## src/rtl/bitwise_accum.sv

```systemverilog
// Frame accumulator: folds up to COUNT operands with AND/OR/XOR/NAND.
// Ports: in_* valid/ready operand stream, out_* valid/ready result.
module bitwise_accum #(
  parameter  int WIDTH = 16,
  parameter  int COUNT = 4,
  localparam int CW    = $clog2(COUNT + 1)
) (
  input  logic             clk,
  input  logic             rst_n,
  input  logic             in_valid,
  output logic             in_ready,
  input  logic [WIDTH-1:0] in_data,
  input  logic [1:0]       in_op,
  input  logic             in_last,
  output logic             out_valid,
  input  logic             out_ready,
  output logic [WIDTH-1:0] out_data,
  output logic [CW-1:0]    out_count
);

  typedef enum logic [1:0] {
    IDLE,
    ACCUM,
    DONE
  } state_t;

  localparam logic [1:0] OP_OR   = 2'b01;
  localparam logic [1:0] OP_XOR  = 2'b10;
  localparam logic [1:0] OP_NAND = 2'b11;

  state_t           state;
  state_t           state_nxt;
  logic [WIDTH-1:0] acc;
  logic [WIDTH-1:0] acc_nxt;
  logic [1:0]       op;
  logic [1:0]       op_nxt;
  logic [CW-1:0]    count;
  logic [CW-1:0]    count_nxt;
  logic [WIDTH-1:0] data_nxt;
  logic [CW-1:0]    cnt_out_nxt;
  logic [WIDTH-1:0] folded;
  logic [CW-1:0]    count_inc;
  logic             live;
  logic             fire;

  // live keeps in_ready low until the first edge after reset release
  assign in_ready  = live && (state != DONE);
  assign out_valid = (state == DONE);
  assign fire      = in_valid && in_ready;
  assign count_inc = count + CW'(1);

  always_comb begin
    folded = acc & in_data;
    unique case (op)
      OP_OR:   folded = acc | in_data;
      OP_XOR:  folded = acc ^ in_data;
      default: folded = acc & in_data;
    endcase
  end

  always_comb begin
    state_nxt   = state;
    acc_nxt     = acc;
    op_nxt      = op;
    count_nxt   = count;
    data_nxt    = out_data;
    cnt_out_nxt = out_count;
    unique case (state)
      IDLE: begin
        if (fire) begin
          acc_nxt   = in_data;
          op_nxt    = in_op;
          count_nxt = CW'(1);
          if (in_last) begin
            state_nxt   = DONE;
            data_nxt    = (in_op == OP_NAND) ? ~in_data : in_data;
            cnt_out_nxt = CW'(1);
          end else begin
            state_nxt = ACCUM;
          end
        end
      end
      ACCUM: begin
        if (fire) begin
          acc_nxt   = folded;
          count_nxt = count_inc;
          if (in_last || count_inc == CW'(COUNT)) begin
            state_nxt   = DONE;
            data_nxt    = (op == OP_NAND) ? ~folded : folded;
            cnt_out_nxt = count_inc;
          end
        end
      end
      DONE: begin
        if (out_ready) state_nxt = IDLE;
      end
      default: state_nxt = IDLE;
    endcase
  end

  always_ff @(posedge clk or negedge rst_n) begin
    if (!rst_n) begin
      state     <= IDLE;
      acc       <= '0;
      op        <= 2'b00;
      count     <= '0;
      out_data  <= '0;
      out_count <= '0;
      live      <= 1'b0;
    end else begin
      state     <= state_nxt;
      acc       <= acc_nxt;
      op        <= op_nxt;
      count     <= count_nxt;
      out_data  <= data_nxt;
      out_count <= cnt_out_nxt;
      live      <= 1'b1;
    end
  end

endmodule

```

## config.mk

```make
export PLATFORM = sky130hd
export DESIGN_NAME = bitwise_accum
export DESIGN_NICKNAME = d
export VERILOG_FILES = /design/src/rtl/bitwise_accum.sv
export SDC_FILE = /design/constraint.sdc
export NUM_CORES = 1
export LEC_CHECK = 0
export BUFFER_PORTS_ARGS = -buffer_cell sky130_fd_sc_hd__buf_2
export CAP_MARGIN = 20
export CORE_MARGIN = 10
export CORE_UTILIZATION = 40
export DETAILED_ROUTE_END_ITERATION = 6
export RECOVER_POWER = 50
export SETUP_SLACK_MARGIN = 0.15
export SLEW_MARGIN = 20
export SYNTH_ARGS = -nofsm -noshare
export SYNTH_HDL_FRONTEND = slang
export SYNTH_SLANG_ARGS = --single-unit
```

## constraint.sdc

```tcl
create_clock -name clk -period 2.05 [get_ports clk]
set_input_delay 0.41 -clock clk [delete_from_list [all_inputs] [get_ports clk]]
set_output_delay 0.41 -clock clk [all_outputs]
set_load 0.1 [all_outputs]
```

==> impl_metrics.xml, run 1 <==
<?xml version="1.0" encoding="UTF-8"?>
<metrics>
  <group name="die">
    <metric name="die-width" unit="µm">111</metric>
    <metric name="row_count" unit="">33</metric>
    <metric name="die_area" unit="µm²">12400</metric>
    <metric name="die_h" unit="µm">111</metric>
    <metric name="top_level_ports" unit="">44</metric>
    <metric name="design.core.area" unit="µm²">8180</metric>
    <metric name="initial_utilization" unit="%">40.8</metric>
  </group>
  <group name="cts">
    <metric name="clock-sinks" unit="">43</metric>
    <metric name="cts_buffers" unit="">5</metric>
    <metric name="path_clk_slew" unit="ns">0.09</metric>
    <metric name="tritoncts" unit="">done</metric>
    <metric name="ctsLongestPathBuffers" unit="">2</metric>
    <metric name="cts-htree-levels" unit="">2</metric>
    <metric name="clk_latency" unit="ns">0.30</metric>
    <metric name="clock-root-buffer" unit="">clkbuf_8</metric>
    <metric name="cts_hold_buf" unit="">0</metric>
  </group>
  <group name="timing">
    <metric name="hold_viol" unit="">0</metric>
    <metric name="timing.final.crit_share" unit="%">85.9</metric>
    <metric name="final.min_clock_period" unit="ns">1.76</metric>
    <metric name="setup_violators_final" unit="">0</metric>
    <metric name="fin_setup_tns" unit="ns">0</metric>
    <metric name="fmaxAchievable" unit="MHz">568</metric>
    <metric name="timing_worst_slew_pin_value" unit="ns">1.18</metric>
    <metric name="final.setup_skew" unit="ns">0.00979</metric>
    <metric name="grt_setup_unrepaired" unit="">no</metric>
    <metric name="whs" unit="ns">0.299</metric>
    <metric name="maxSlewHeadroom" unit="%">21.6</metric>
    <metric name="finalMaxSlewViolations" unit="">0</metric>
  </group>
  <group name="critical_path">
    <metric name="cpPeakStageDelay" unit="ns">0.38</metric>
    <metric name="worstPathBufferInverterCount" unit="">3</metric>
    <metric name="worstPathRequired" unit="ns">2.28</metric>
    <metric name="top_cell_family_by_delay_on_the_critical_path" unit="">buffers and inverters</metric>
    <metric name="reg2reg_from" unit="">op[0]</metric>
    <metric name="slowest_stage" unit="">dfrtp_1</metric>
    <metric name="crit_fanout" unit="">18</metric>
    <metric name="r2r_end" unit="">acc[7]</metric>
    <metric name="critical_path.startpoint" unit="">op[0]</metric>
    <metric name="cp_data_arrival_time" unit="ns">1.99</metric>
    <metric name="timing.critical_path.to" unit="">acc[7]</metric>
    <metric name="register_to_register_setup_slack" unit="ns">0.29</metric>
    <metric name="worstPathCellList" unit="">inv_1 &gt; ha_1 &gt; clkinvlp_4 &gt; buf_12 &gt; a211oi_1 &gt; o22a_1</metric>
    <metric name="worst-r2r-cell-count" unit="">6</metric>
    <metric name="critical_path_cell_count" unit="">6</metric>
    <metric name="critical_path_endpoint_category" unit="">register</metric>
    <metric name="path_class" unit="">reg -&gt; reg</metric>
    <metric name="startpoint_class_of_the_critical_path" unit="">register</metric>
  </group>
  <group name="synth">
    <metric name="synth.distinct_cells" unit="">37</metric>
    <metric name="yosys_register_bits" unit="">43</metric>
    <metric name="synth_commonest_cells" unit="">inv_1 (53), dfrtp_1 (43), ha_1 (37), nand2_1 (27), o21ai_0 (23)</metric>
    <metric name="synth_top_family_by_area" unit="">compound AO/OA/AOI/OAI gates</metric>
    <metric name="fraction_of_post_synthesis_cell_area_in_the_top_cell_type_by_area" unit="%">32.2</metric>
    <metric name="synth_edf_count" unit="">0</metric>
    <metric name="synth_most_common_cell" unit="">inv_1</metric>
    <metric name="synth_simple_gate_area_share" unit="%">7.27</metric>
    <metric name="most_area_consuming_cells_after_synthesis" unit="">dfrtp_1 (32%), ha_1 (14%), inv_1 (6.0%)</metric>
    <metric name="synth.largest_area_cell" unit="">dfrtp_1</metric>
    <metric name="ys_async_sr_fraction" unit="%">100</metric>
    <metric name="mappedNetlistArea" unit="µm²">3340</metric>
    <metric name="synthXorXnorAreaFrac" unit="%">8.65</metric>
    <metric name="netlist_instances" unit="">376</metric>
    <metric name="sequential_fraction_of_the_synthesis_area" unit="%">32.2</metric>
    <metric name="synth.net_count" unit="">436</metric>
    <metric name="average_size_of_a_mapped_cell" unit="µm²">8.88</metric>
    <metric name="mux_contribution_to_synthesized_area" unit="%">4.80</metric>
    <metric name="yosysWarningCount" unit="">0</metric>
    <metric name="synth-adder-area-share" unit="%">13.9</metric>
    <metric name="dominantRegCellSynth" unit="">dfrtp_1</metric>
    <metric name="synth_area_in_compound_gates" unit="%">22.9</metric>
  </group>
  <group name="power_and_ir_drop">
    <metric name="net_switching_power_of_the_design" unit="mW">2.95</metric>
    <metric name="total_leakage_power" unit="nW">1.96</metric>
    <metric name="power.internal" unit="mW">2.29</metric>
    <metric name="power.combinational.fraction" unit="%">63.3</metric>
    <metric name="p_per_area" unit="nW/µm²">1370</metric>
    <metric name="ir_drop" unit="mV">0.674</metric>
    <metric name="power.clock.fraction" unit="%">11.0</metric>
    <metric name="portion_of_total_power_attributed_to_sequential_cells" unit="%">25.7</metric>
    <metric name="netSwitchingFraction" unit="%">56.2</metric>
  </group>
  <group name="detailed_routing">
    <metric name="detail_route.wirelength" unit="µm">8620</metric>
    <metric name="detail_route.vias_per_cell" unit="">5.26</metric>
    <metric name="dr_total_vias" unit="">2754</metric>
    <metric name="detail_route.drc_violations" unit="">0</metric>
    <metric name="route.antenna.remaining_nets" unit="">0</metric>
    <metric name="wl_per_cell" unit="µm">16.4</metric>
    <metric name="drt_first_iter_violations" unit="">113</metric>
    <metric name="first_pass_iters" unit="">4</metric>
  </group>
  <group name="place">
    <metric name="portBuffers" unit="">43</metric>
    <metric name="gpl.final_weighted_congestion" unit="">0.802</metric>
    <metric name="dp_hpwl" unit="µm">6150</metric>
    <metric name="placement.cell_area" unit="µm²">3710</metric>
  </group>
  <group name="global_routing">
    <metric name="pin_count_of_the_biggest_net_entering_global_routing" unit="">44</metric>
    <metric name="grt_pass1_vias" unit="">2892</metric>
    <metric name="grt_use_total" unit="%">14.1</metric>
    <metric name="grt_first_pass_wirelength" unit="µm">14800</metric>
    <metric name="number_of_antenna_violations_at_the_first_check_in_global_routing" unit="">0</metric>
    <metric name="grt_remaining_overflow" unit="">0</metric>
  </group>
  <group name="cells_and_area">
    <metric name="diodes" unit="">0</metric>
    <metric name="nets" unit="">479</metric>
    <metric name="final_layout_size_suffix_gt1_share" unit="%">18.6</metric>
    <metric name="area_growth_syn_to_layout" unit="%">14.8</metric>
    <metric name="final_area" unit="µm²">3830</metric>
    <metric name="nFillCells" unit="">814</metric>
  </group>
  <group name="run_status">
    <metric name="outcome" unit="">complete, no violations</metric>
  </group>
  <group name="run">
    <metric name="maxCapViolations" unit="">0</metric>
  </group>
  <group name="min_path">
    <metric name="worstHoldPathType" unit="">in -&gt; reg</metric>
  </group>
</metrics>
placed cells by master (no fill, tap or decap), drive strengths merged, types with 2 or more instances in the layout:
master / Yosys / final
a211oi: 16 / 16
a21o: 2 / 2
a21oi: 2 / 2
a22oi: 16 / 16
buf: 17 / 53
clkbuf: 10 / 16
clkinv: 1 / 2
clkinvlp: 0 / 2
dfrtp: 43 / 43
ha: 37 / 37
inv: 53 / 51
mux2i: 16 / 16
nand2: 29 / 29
nand3: 3 / 3
nor2: 16 / 16
o21ai: 23 / 23
o22a: 16 / 16
o22ai: 16 / 16
o31ai: 16 / 16
xnor2: 16 / 16
xor2: 17 / 17
worst reg2reg max path, delay by kind of cell, from the launching register on:
kind                     cells  cell delay [ns]
buffers and inverters        3             0.48
AO/OA/AOI/OAI                2             0.45
flip-flops                   1             0.38
adder cells (fa/ha/maj)      1             0.37
state kept, by name (all words and copies together) (netlist names):
name and flops:
out_count 3, live 1, count 3, out_data 16, state 2, acc 16
op 2
area by class of cell:
| cell class | count | area (µm²) | area share [%] |
|---|---|---|---|
| timing repair buffer | 63 | 390 | 10.2 |
| sequential | 43 | 1080 | 28.1 |
| clock buffer | 6 | 82.6 | 2.15 |
| clock inverter | 1 | 5.00 | 0.131 |
| multi-input combinational | 252 | 1940 | 50.5 |
| tap | 105 | 131 | 3.43 |
| inverter | 54 | 210 | 5.48 |
what timing repair did:
action | CTS | global route
gates resized for setup | 3 | 2
gates cloned | 0 | 0
endpoints found under the setup margin | 18 | 20
buffers inserted | 0 | 3
worst min-delay path by stage:
stage	startpoint	to	depth (start not counted)
finish	out_ready	state[1]	2
detailed placement	out_count[0]	out_count[0]	1
global route	out_ready	state[1]	2
floorplan	rst_n	acc[0]	0
global placement	out_count[0]	out_count[0]	1
CTS	rst_n	acc[10]	2
routing by layer:
metal  vias up  share of wire [%]  track usage, %
met5         -                  0               0
met4         0                1.1            3.43
met3         7                4.7            2.31
met2        60                 48            24.2
met1      1311                 46            17.9
li1       1376                  -               -
power by group through the flow:
stage	Clock (mW)	Sequential (mW)	Combinational, mW
6_report	0.575	1.35	3.32
5_1_grt	0.628	1.39	3.57
4_1_cts	0.595	1.36	3.31
3_5_place_dp	0	1.38	3.29
3_3_place_gp	0	1.37	3.25
2_1_floorplan	0	2.65	1.30
through the flow:
step	setup WS, ns	instances	power (mW)	utilization, %
final	0.290	524	5.25	46.9
after global routing	0.160	524	5.59	46.9
after CTS	0.165	521	5.27	46.6
after detailed placement	0.150	514	4.66	45.4
after global placement	0.209	514	4.61	45.4
after floorplan	0.217	376	3.95	-
kinds of logic after synthesis:
group,after synthesis
AND/OR/NAND/NOR,55
buffers and inverters,81
adder cells (fa/ha/maj),37
flip-flops,43
XOR/XNOR,33
other,1
multiplexers,16
AO/OA/AOI/OAI,110
No activity file was read; power rests on OpenSTA's default activity.
==> inputs of run 2 (changes only) <==
Settings changed: CORE_ASPECT_RATIO from default to 1.2.
==> impl_metrics.xml, run 2 (same netlist as run 1, synthesis figures left out) <==
<?xml version="1.0" encoding="UTF-8"?>
<metrics>
  <group name="min_path">
    <metric name="min_delay_worst_endpoint" unit="">state[1]</metric>
    <metric name="hp-start" unit="">out_ready</metric>
    <metric name="worstHoldPathType" unit="">in -&gt; reg</metric>
    <metric name="min_path_cells" unit="">2</metric>
  </group>
  <group name="timing">
    <metric name="fin_setup_tns" unit="ns">0</metric>
    <metric name="fmaxAchievable" unit="MHz">551</metric>
    <metric name="finalMaxSlewViolations" unit="">0</metric>
    <metric name="grt_setup_unrepaired" unit="">no</metric>
    <metric name="final.min_clock_period" unit="ns">1.81</metric>
    <metric name="hold_viol" unit="">0</metric>
    <metric name="setup_violators_final" unit="">0</metric>
    <metric name="worst_slack" unit="ns">0.235</metric>
    <metric name="timing_worst_slew_pin_value" unit="ns">1.37</metric>
    <metric name="final.setup_skew" unit="ns">0.0122</metric>
    <metric name="maxSlewHeadroom" unit="%">8.92</metric>
    <metric name="timing.final.crit_share" unit="%">88.5</metric>
    <metric name="whs" unit="ns">0.300</metric>
  </group>
  <group name="die">
    <metric name="die-width" unit="µm">103</metric>
    <metric name="die_h" unit="µm">120</metric>
    <metric name="row_count" unit="">36</metric>
    <metric name="design.core.area" unit="µm²">8150</metric>
    <metric name="initial_utilization" unit="%">41.0</metric>
    <metric name="die_area" unit="µm²">12400</metric>
    <metric name="top_level_ports" unit="">44</metric>
  </group>
  <group name="detailed_routing">
    <metric name="first_pass_iters" unit="">4</metric>
    <metric name="dr_total_vias" unit="">2759</metric>
    <metric name="detail_route.wirelength" unit="µm">8850</metric>
    <metric name="drt_first_iter_violations" unit="">89</metric>
    <metric name="wl_per_cell" unit="µm">16.6</metric>
    <metric name="detail_route.drc_violations" unit="">0</metric>
    <metric name="detail_route.vias_per_cell" unit="">5.19</metric>
    <metric name="route.antenna.remaining_nets" unit="">0</metric>
  </group>
  <group name="global_routing">
    <metric name="use_met2" unit="%">25.4</metric>
    <metric name="pin_count_of_the_biggest_net_entering_global_routing" unit="">33</metric>
    <metric name="grt_use_total" unit="%">14.8</metric>
    <metric name="grt_remaining_overflow" unit="">0</metric>
    <metric name="global_route.usage.met3" unit="%">2.30</metric>
    <metric name="grt.busiest_layer" unit="">met2</metric>
    <metric name="grt_first_pass_wirelength" unit="µm">14700</metric>
    <metric name="globalRouteMet1Util" unit="%">18.9</metric>
    <metric name="number_of_antenna_violations_at_the_first_check_in_global_routing" unit="">0</metric>
    <metric name="grt_pass1_vias" unit="">2869</metric>
  </group>
  <group name="critical_path">
    <metric name="worst-r2r-cell-count" unit="">7</metric>
    <metric name="crit_fanout" unit="">10</metric>
    <metric name="register_to_register_setup_slack" unit="ns">0.30</metric>
    <metric name="cp_data_arrival_time" unit="ns">1.40</metric>
    <metric name="reg2reg_from" unit="">op[0]</metric>
    <metric name="top_cell_family_by_delay_on_the_critical_path" unit="">flip-flops</metric>
    <metric name="worstPathBufferInverterCount" unit="">2</metric>
    <metric name="r2r_end" unit="">acc[3]</metric>
    <metric name="slowest_stage" unit="">dfrtp_2</metric>
    <metric name="path_class" unit="">reg -&gt; out</metric>
    <metric name="cpPeakStageDelay" unit="ns">0.48</metric>
    <metric name="worstPathRequired" unit="ns">1.64</metric>
    <metric name="worstPathCellList" unit="">clkinv_1 &gt; nand2_1 &gt; and2_2 &gt; buf_12</metric>
    <metric name="startpoint_class_of_the_critical_path" unit="">register</metric>
    <metric name="critical_path_endpoint_category" unit="">output pin</metric>
  </group>
  <group name="cells_and_area">
    <metric name="layout_top_registers" unit="">acc: 16 flops, out_data: 16 flops</metric>
    <metric name="register_area" unit="µm²">1080</metric>
    <metric name="most-common-layout-cells" unit="">inv_1 (52), dfrtp_1 (42), ha_1 (37), buf_2 (35), nand2_1 (27)</metric>
    <metric name="final_layout_size_suffix_gt1_share" unit="%">17.0</metric>
    <metric name="nFillCells" unit="">791</metric>
    <metric name="final_area" unit="µm²">3810</metric>
    <metric name="area_growth_syn_to_layout" unit="%">14.0</metric>
    <metric name="final_common_cell" unit="">inv_1</metric>
    <metric name="post_layout_nonfiller_instances" unit="">532</metric>
    <metric name="nets" unit="">477</metric>
    <metric name="diodes" unit="">0</metric>
    <metric name="multi_input_comb_area" unit="µm²">1930</metric>
  </group>
  <group name="power_and_ir_drop">
    <metric name="p_per_area" unit="nW/µm²">1360</metric>
    <metric name="ir_drop" unit="mV">0.677</metric>
    <metric name="total_leakage_power" unit="nW">1.94</metric>
  </group>
  <group name="place">
    <metric name="dp_cells" unit="">524</metric>
    <metric name="gpl.final_weighted_congestion" unit="">0.783</metric>
    <metric name="portBuffers" unit="">43</metric>
    <metric name="post-place-ws" unit="ns">0.163</metric>
    <metric name="placement.cell_area" unit="µm²">3730</metric>
    <metric name="dp_hpwl" unit="µm">6330</metric>
  </group>
  <group name="cts">
    <metric name="clock-root-buffer" unit="">clkbuf_8</metric>
    <metric name="clk_latency" unit="ns">0.29</metric>
    <metric name="cts-htree-levels" unit="">2</metric>
    <metric name="ctsLongestPathBuffers" unit="">2</metric>
    <metric name="cts_buffers" unit="">5</metric>
    <metric name="clock-sinks" unit="">43</metric>
    <metric name="path_clk_slew" unit="ns">0.09</metric>
    <metric name="cts_hold_buf" unit="">0</metric>
    <metric name="tritoncts" unit="">done</metric>
  </group>
  <group name="run_status">
    <metric name="outcome" unit="">complete, no violations</metric>
  </group>
  <group name="run">
    <metric name="maxCapViolations" unit="">0</metric>
  </group>
</metrics>
-- run 2: cell type report --
class / instances / area share (%)
Multi-Input combinational cell: 252 / 50.7
Sequential cell: 43 / 28.3
Timing Repair Buffer: 61 / 9.69
Inverter: 54 / 5.42
Tap cell: 114 / 3.75
Clock buffer: 7 / 2.00
Clock inverter: 1 / 0.131
-- run 2: metal layers --
layer,up-vias,routed length (µm)
met5,-,0
met4,0,112
met3,9,429
met2,64,4270
met1,1311,4050
li1,1375,-
-- run 2: how the worst max path moves through the flow --
| stage | startpoint | endpoint | slack [ns] | cells after the start |
|---|---|---|---|---|
| floorplan | state[0] | in_ready | 0.22 | 4 |
| global placement | op[0] | out_data[5] | 0.21 | 5 |
| detailed placement | op[0] | out_data[13] | 0.16 | 5 |
| CTS | op[0] | out_data[10] | 0.15 | 5 |
| global route | op[0] | acc[0] | 0.15 | 7 |
| finish | state[0] | in_ready | 0.24 | 4 |
-- run 2: what timing repair did --
| action | CTS | global route |
|---|---|---|
| setup buffers | 0 | 0 |
| gates resized for setup | 1 | 2 |
| endpoints found under the setup margin | 2 | 17 |
-- run 2: power by group --
part,switching (mW),internal (mW),total [mW],leakage (nW)
Clock,0.300,0.240,0.540,0.0422
Sequential,0.218,1.14,1.36,0.514
Combinational,2.43,0.849,3.28,1.39
-- run 2: metrics by stage --
stage	util, %	total power, mW
4_1_cts	46.7	5.21
3_3_place_gp	45.7	4.60
6_report	46.7	5.18
3_5_place_dp	45.7	4.65
2_1_floorplan	-	3.95
5_1_grt	46.7	5.51
==> inputs of run 3 (changes only) <==
--- a/config.mk
+++ b/config.mk
@@ -7,2 +7,3 @@
 export LEC_CHECK = 0
+export ABC_AREA = 1
 export BUFFER_PORTS_ARGS = -buffer_cell sky130_fd_sc_hd__buf_2
--- a/constraint.sdc
+++ b/constraint.sdc
@@ -3,2 +3,2 @@
 set_output_delay 0.41 -clock clk [all_outputs]
-set_load 0.1 [all_outputs]
+set_load 0.02 [all_outputs]
==> impl_metrics.xml, run 3 <==
<?xml version="1.0" encoding="UTF-8"?>
<metrics>
  <group name="critical_path">
    <metric name="reg2reg_from" unit="">op[0]</metric>
    <metric name="crit_fanout" unit="">16</metric>
    <metric name="worst-r2r-cell-count" unit="">8</metric>
    <metric name="cp_data_arrival_time" unit="ns">1.92</metric>
    <metric name="critical_path_endpoint_category" unit="">register</metric>
    <metric name="worstPathRequired" unit="ns">2.28</metric>
    <metric name="r2r_end" unit="">out_data[7]</metric>
    <metric name="critical_path.startpoint" unit="">op[0]</metric>
    <metric name="path_class" unit="">reg -&gt; reg</metric>
    <metric name="startpoint_class_of_the_critical_path" unit="">register</metric>
    <metric name="register_to_register_setup_slack" unit="ns">0.36</metric>
  </group>
  <group name="global_routing">
    <metric name="grt_first_pass_wirelength" unit="µm">15200</metric>
    <metric name="number_of_antenna_violations_at_the_first_check_in_global_routing" unit="">0</metric>
    <metric name="grt_remaining_overflow" unit="">0</metric>
    <metric name="grt_pass1_vias" unit="">3233</metric>
    <metric name="grt_use_total" unit="%">14.2</metric>
    <metric name="pin_count_of_the_biggest_net_entering_global_routing" unit="">49</metric>
  </group>
  <group name="timing">
    <metric name="final.min_clock_period" unit="ns">1.69</metric>
    <metric name="timing_worst_slew_pin_value" unit="ns">1.13</metric>
    <metric name="grt_setup_unrepaired" unit="">no</metric>
    <metric name="worst_slack" unit="ns">0.361</metric>
    <metric name="maxSlewHeadroom" unit="%">24.6</metric>
    <metric name="hold_viol" unit="">0</metric>
    <metric name="final.setup_skew" unit="ns">0.00660</metric>
    <metric name="setup_violators_final" unit="">0</metric>
    <metric name="timing.final.crit_share" unit="%">82.4</metric>
    <metric name="fin_setup_tns" unit="ns">0</metric>
    <metric name="finalMaxSlewViolations" unit="">0</metric>
    <metric name="fmaxAchievable" unit="MHz">592</metric>
  </group>
  <group name="die">
    <metric name="die_h" unit="µm">122</metric>
    <metric name="design.core.area" unit="µm²">8560</metric>
    <metric name="die-width" unit="µm">105</metric>
    <metric name="top_level_ports" unit="">44</metric>
    <metric name="die_area" unit="µm²">12900</metric>
    <metric name="initial_utilization" unit="%">40.8</metric>
    <metric name="row_count" unit="">37</metric>
  </group>
  <group name="cts">
    <metric name="clock-root-buffer" unit="">clkbuf_8</metric>
    <metric name="cts_setup_buffers" unit="">0</metric>
    <metric name="cts_buffers" unit="">5</metric>
    <metric name="path_clk_slew" unit="ns">0.09</metric>
    <metric name="cts_hold_buf" unit="">0</metric>
    <metric name="clk_latency" unit="ns">0.31</metric>
    <metric name="tritoncts" unit="">done</metric>
    <metric name="clock-sinks" unit="">43</metric>
    <metric name="cts-htree-levels" unit="">2</metric>
    <metric name="cts.repair.resized" unit="">0</metric>
    <metric name="ctsLongestPathBuffers" unit="">2</metric>
  </group>
  <group name="detailed_routing">
    <metric name="drt_first_iter_violations" unit="">113</metric>
    <metric name="wl_per_cell" unit="µm">13.8</metric>
    <metric name="route.antenna.remaining_nets" unit="">0</metric>
    <metric name="detail_route.vias_per_cell" unit="">5.00</metric>
    <metric name="detail_route.drc_violations" unit="">0</metric>
    <metric name="first_pass_iters" unit="">4</metric>
    <metric name="dr_total_vias" unit="">3223</metric>
    <metric name="detail_route.wirelength" unit="µm">8910</metric>
  </group>
  <group name="synth">
    <metric name="mappedNetlistArea" unit="µm²">3500</metric>
    <metric name="sequential_fraction_of_the_synthesis_area" unit="%">30.8</metric>
    <metric name="dominantRegCellSynth" unit="">dfrtp_1</metric>
    <metric name="synth_most_common_cell" unit="">nand2_1</metric>
    <metric name="average_size_of_a_mapped_cell" unit="µm²">7.18</metric>
    <metric name="synth_edf_count" unit="">0</metric>
    <metric name="netlist_instances" unit="">487</metric>
    <metric name="synth.distinct_cells" unit="">24</metric>
    <metric name="synth.net_count" unit="">547</metric>
    <metric name="yosys_register_bits" unit="">43</metric>
    <metric name="yosysWarningCount" unit="">0</metric>
    <metric name="fraction_of_post_synthesis_cell_area_in_the_top_cell_type_by_area" unit="%">30.8</metric>
    <metric name="most_area_consuming_cells_after_synthesis" unit="">dfrtp_1 (31%), ha_1 (13%), nand2_1 (13%)</metric>
    <metric name="ys_async_sr_fraction" unit="%">100</metric>
    <metric name="synth.largest_area_cell" unit="">dfrtp_1</metric>
    <metric name="synth_commonest_cells" unit="">nand2_1 (118), inv_1 (60), nand3_1 (50), dfrtp_1 (43), nor2_1 (38)</metric>
  </group>
  <group name="cells_and_area">
    <metric name="most-common-layout-cells" unit="">nand2_1 (118), inv_1 (60), nand3_1 (50), dfrtp_1 (43), nor2_1 (38)</metric>
    <metric name="final_common_cell" unit="">nand2_1</metric>
    <metric name="nFillCells" unit="">905</metric>
    <metric name="nets" unit="">587</metric>
    <metric name="layout_top_registers" unit="">acc: 16 flops, out_data: 16 flops</metric>
    <metric name="area_growth_syn_to_layout" unit="%">11.3</metric>
    <metric name="diodes" unit="">0</metric>
    <metric name="final_layout_size_suffix_gt1_share" unit="%">18.9</metric>
  </group>
  <group name="place">
    <metric name="gpl.final_weighted_congestion" unit="">0.788</metric>
    <metric name="dp_hpwl" unit="µm">6210</metric>
    <metric name="portBuffers" unit="">43</metric>
    <metric name="post-place-ws" unit="ns">0.377</metric>
  </group>
  <group name="power_and_ir_drop">
    <metric name="report.power.total" unit="mW">6.11</metric>
    <metric name="total_leakage_power" unit="nW">1.99</metric>
    <metric name="ir_drop" unit="mV">0.682</metric>
    <metric name="p_per_area" unit="nW/µm²">1570</metric>
  </group>
  <group name="min_path">
    <metric name="worstHoldPathType" unit="">in -&gt; async</metric>
  </group>
  <group name="run">
    <metric name="maxCapViolations" unit="">0</metric>
  </group>
  <group name="run_status">
    <metric name="outcome" unit="">complete, no violations</metric>
  </group>
</metrics>
run 3: cell types whose count changed in the layout (fill, tap and decap cells not counted), sizes merged, moves of 17 or more:
cell,previous run,this run
nand3,3,51
nand2,29,122
xor2,17,0
nor2,16,40
a21oi,2,50
run 3: through the flow:
step / hold WS (ns) / area, µm² / util [%] / std cells
2_1_floorplan: 0.114 / 3500 / - / 487
3_3_place_gp: 0.398 / 3830 / 44.7 / 637
3_5_place_dp: 0.396 / 3830 / 44.7 / 637
4_1_cts: 0.0618 / 3910 / 45.7 / 645
5_1_grt: 0.302 / 3890 / 45.5 / 645
6_report: 0.296 / 3890 / 45.5 / 645
run 3: report_power, final:
group | internal [mW] | leakage, nW | total [mW] | switching [mW]
logic | 1.47 | 1.44 | 4.05 | 2.58
registers | 1.25 | 0.510 | 1.50 | 0.248
clock network | 0.239 | 0.0412 | 0.565 | 0.326
run 3: cell type report:
class / instances / area, µm² / area share [%]
flip-flops and latches: 43 / 1080 / 27.6
well taps: 117 / 146 / 3.76
multi-input cells: 356 / 2010 / 51.5
clock buffers: 6 / 72.6 / 1.86
clock inverters: 2 / 12.5 / 0.321
repair buffers: 58 / 335 / 8.61
inverters: 63 / 244 / 6.27
run 3: cells by family after synthesis:
kind of cell | after synthesis | synth area share (%)
AO/OA/AOI/OAI | 88 | 15.4
AND/OR/NAND/NOR | 230 | 28.6
other | 1 | 0.107
flip-flops | 43 | 30.8
adder cells (fa/ha/maj) | 37 | 13.2
buffers and inverters | 88 | 11.8
run 3: per-layer routing:
metal | wire, µm | GRT usage (%)
met1 | 3900 | 16.0
met2 | 4520 | 26.1
met3 | 385 | 3.09
met4 | 106 | 4.12
met5 | 0 | 0
run 3: how the worst max path moves through the flow:
| stage | endpoint | slack (ns) | depth (start not counted) |
|---|---|---|---|
| floorplan | out_data[15] | 0.49 | 9 |
| global placement | out_data[7] | 0.42 | 8 |
| detailed placement | out_data[7] | 0.38 | 8 |
| CTS | out_data[7] | 0.35 | 8 |
| global route | out_data[7] | 0.23 | 8 |
| finish | out_data[7] | 0.36 | 8 |
run 3: worst max-delay path: stages (launching register included):
cell and delay (ns):
dfrtp_1 0.38, inv_1 0.06, ha_1 0.27, inv_1 0.05, buf_4 0.18, or2_2 0.31
nand3_1 0.09, nand3_1 0.12, a21oi_2 0.15
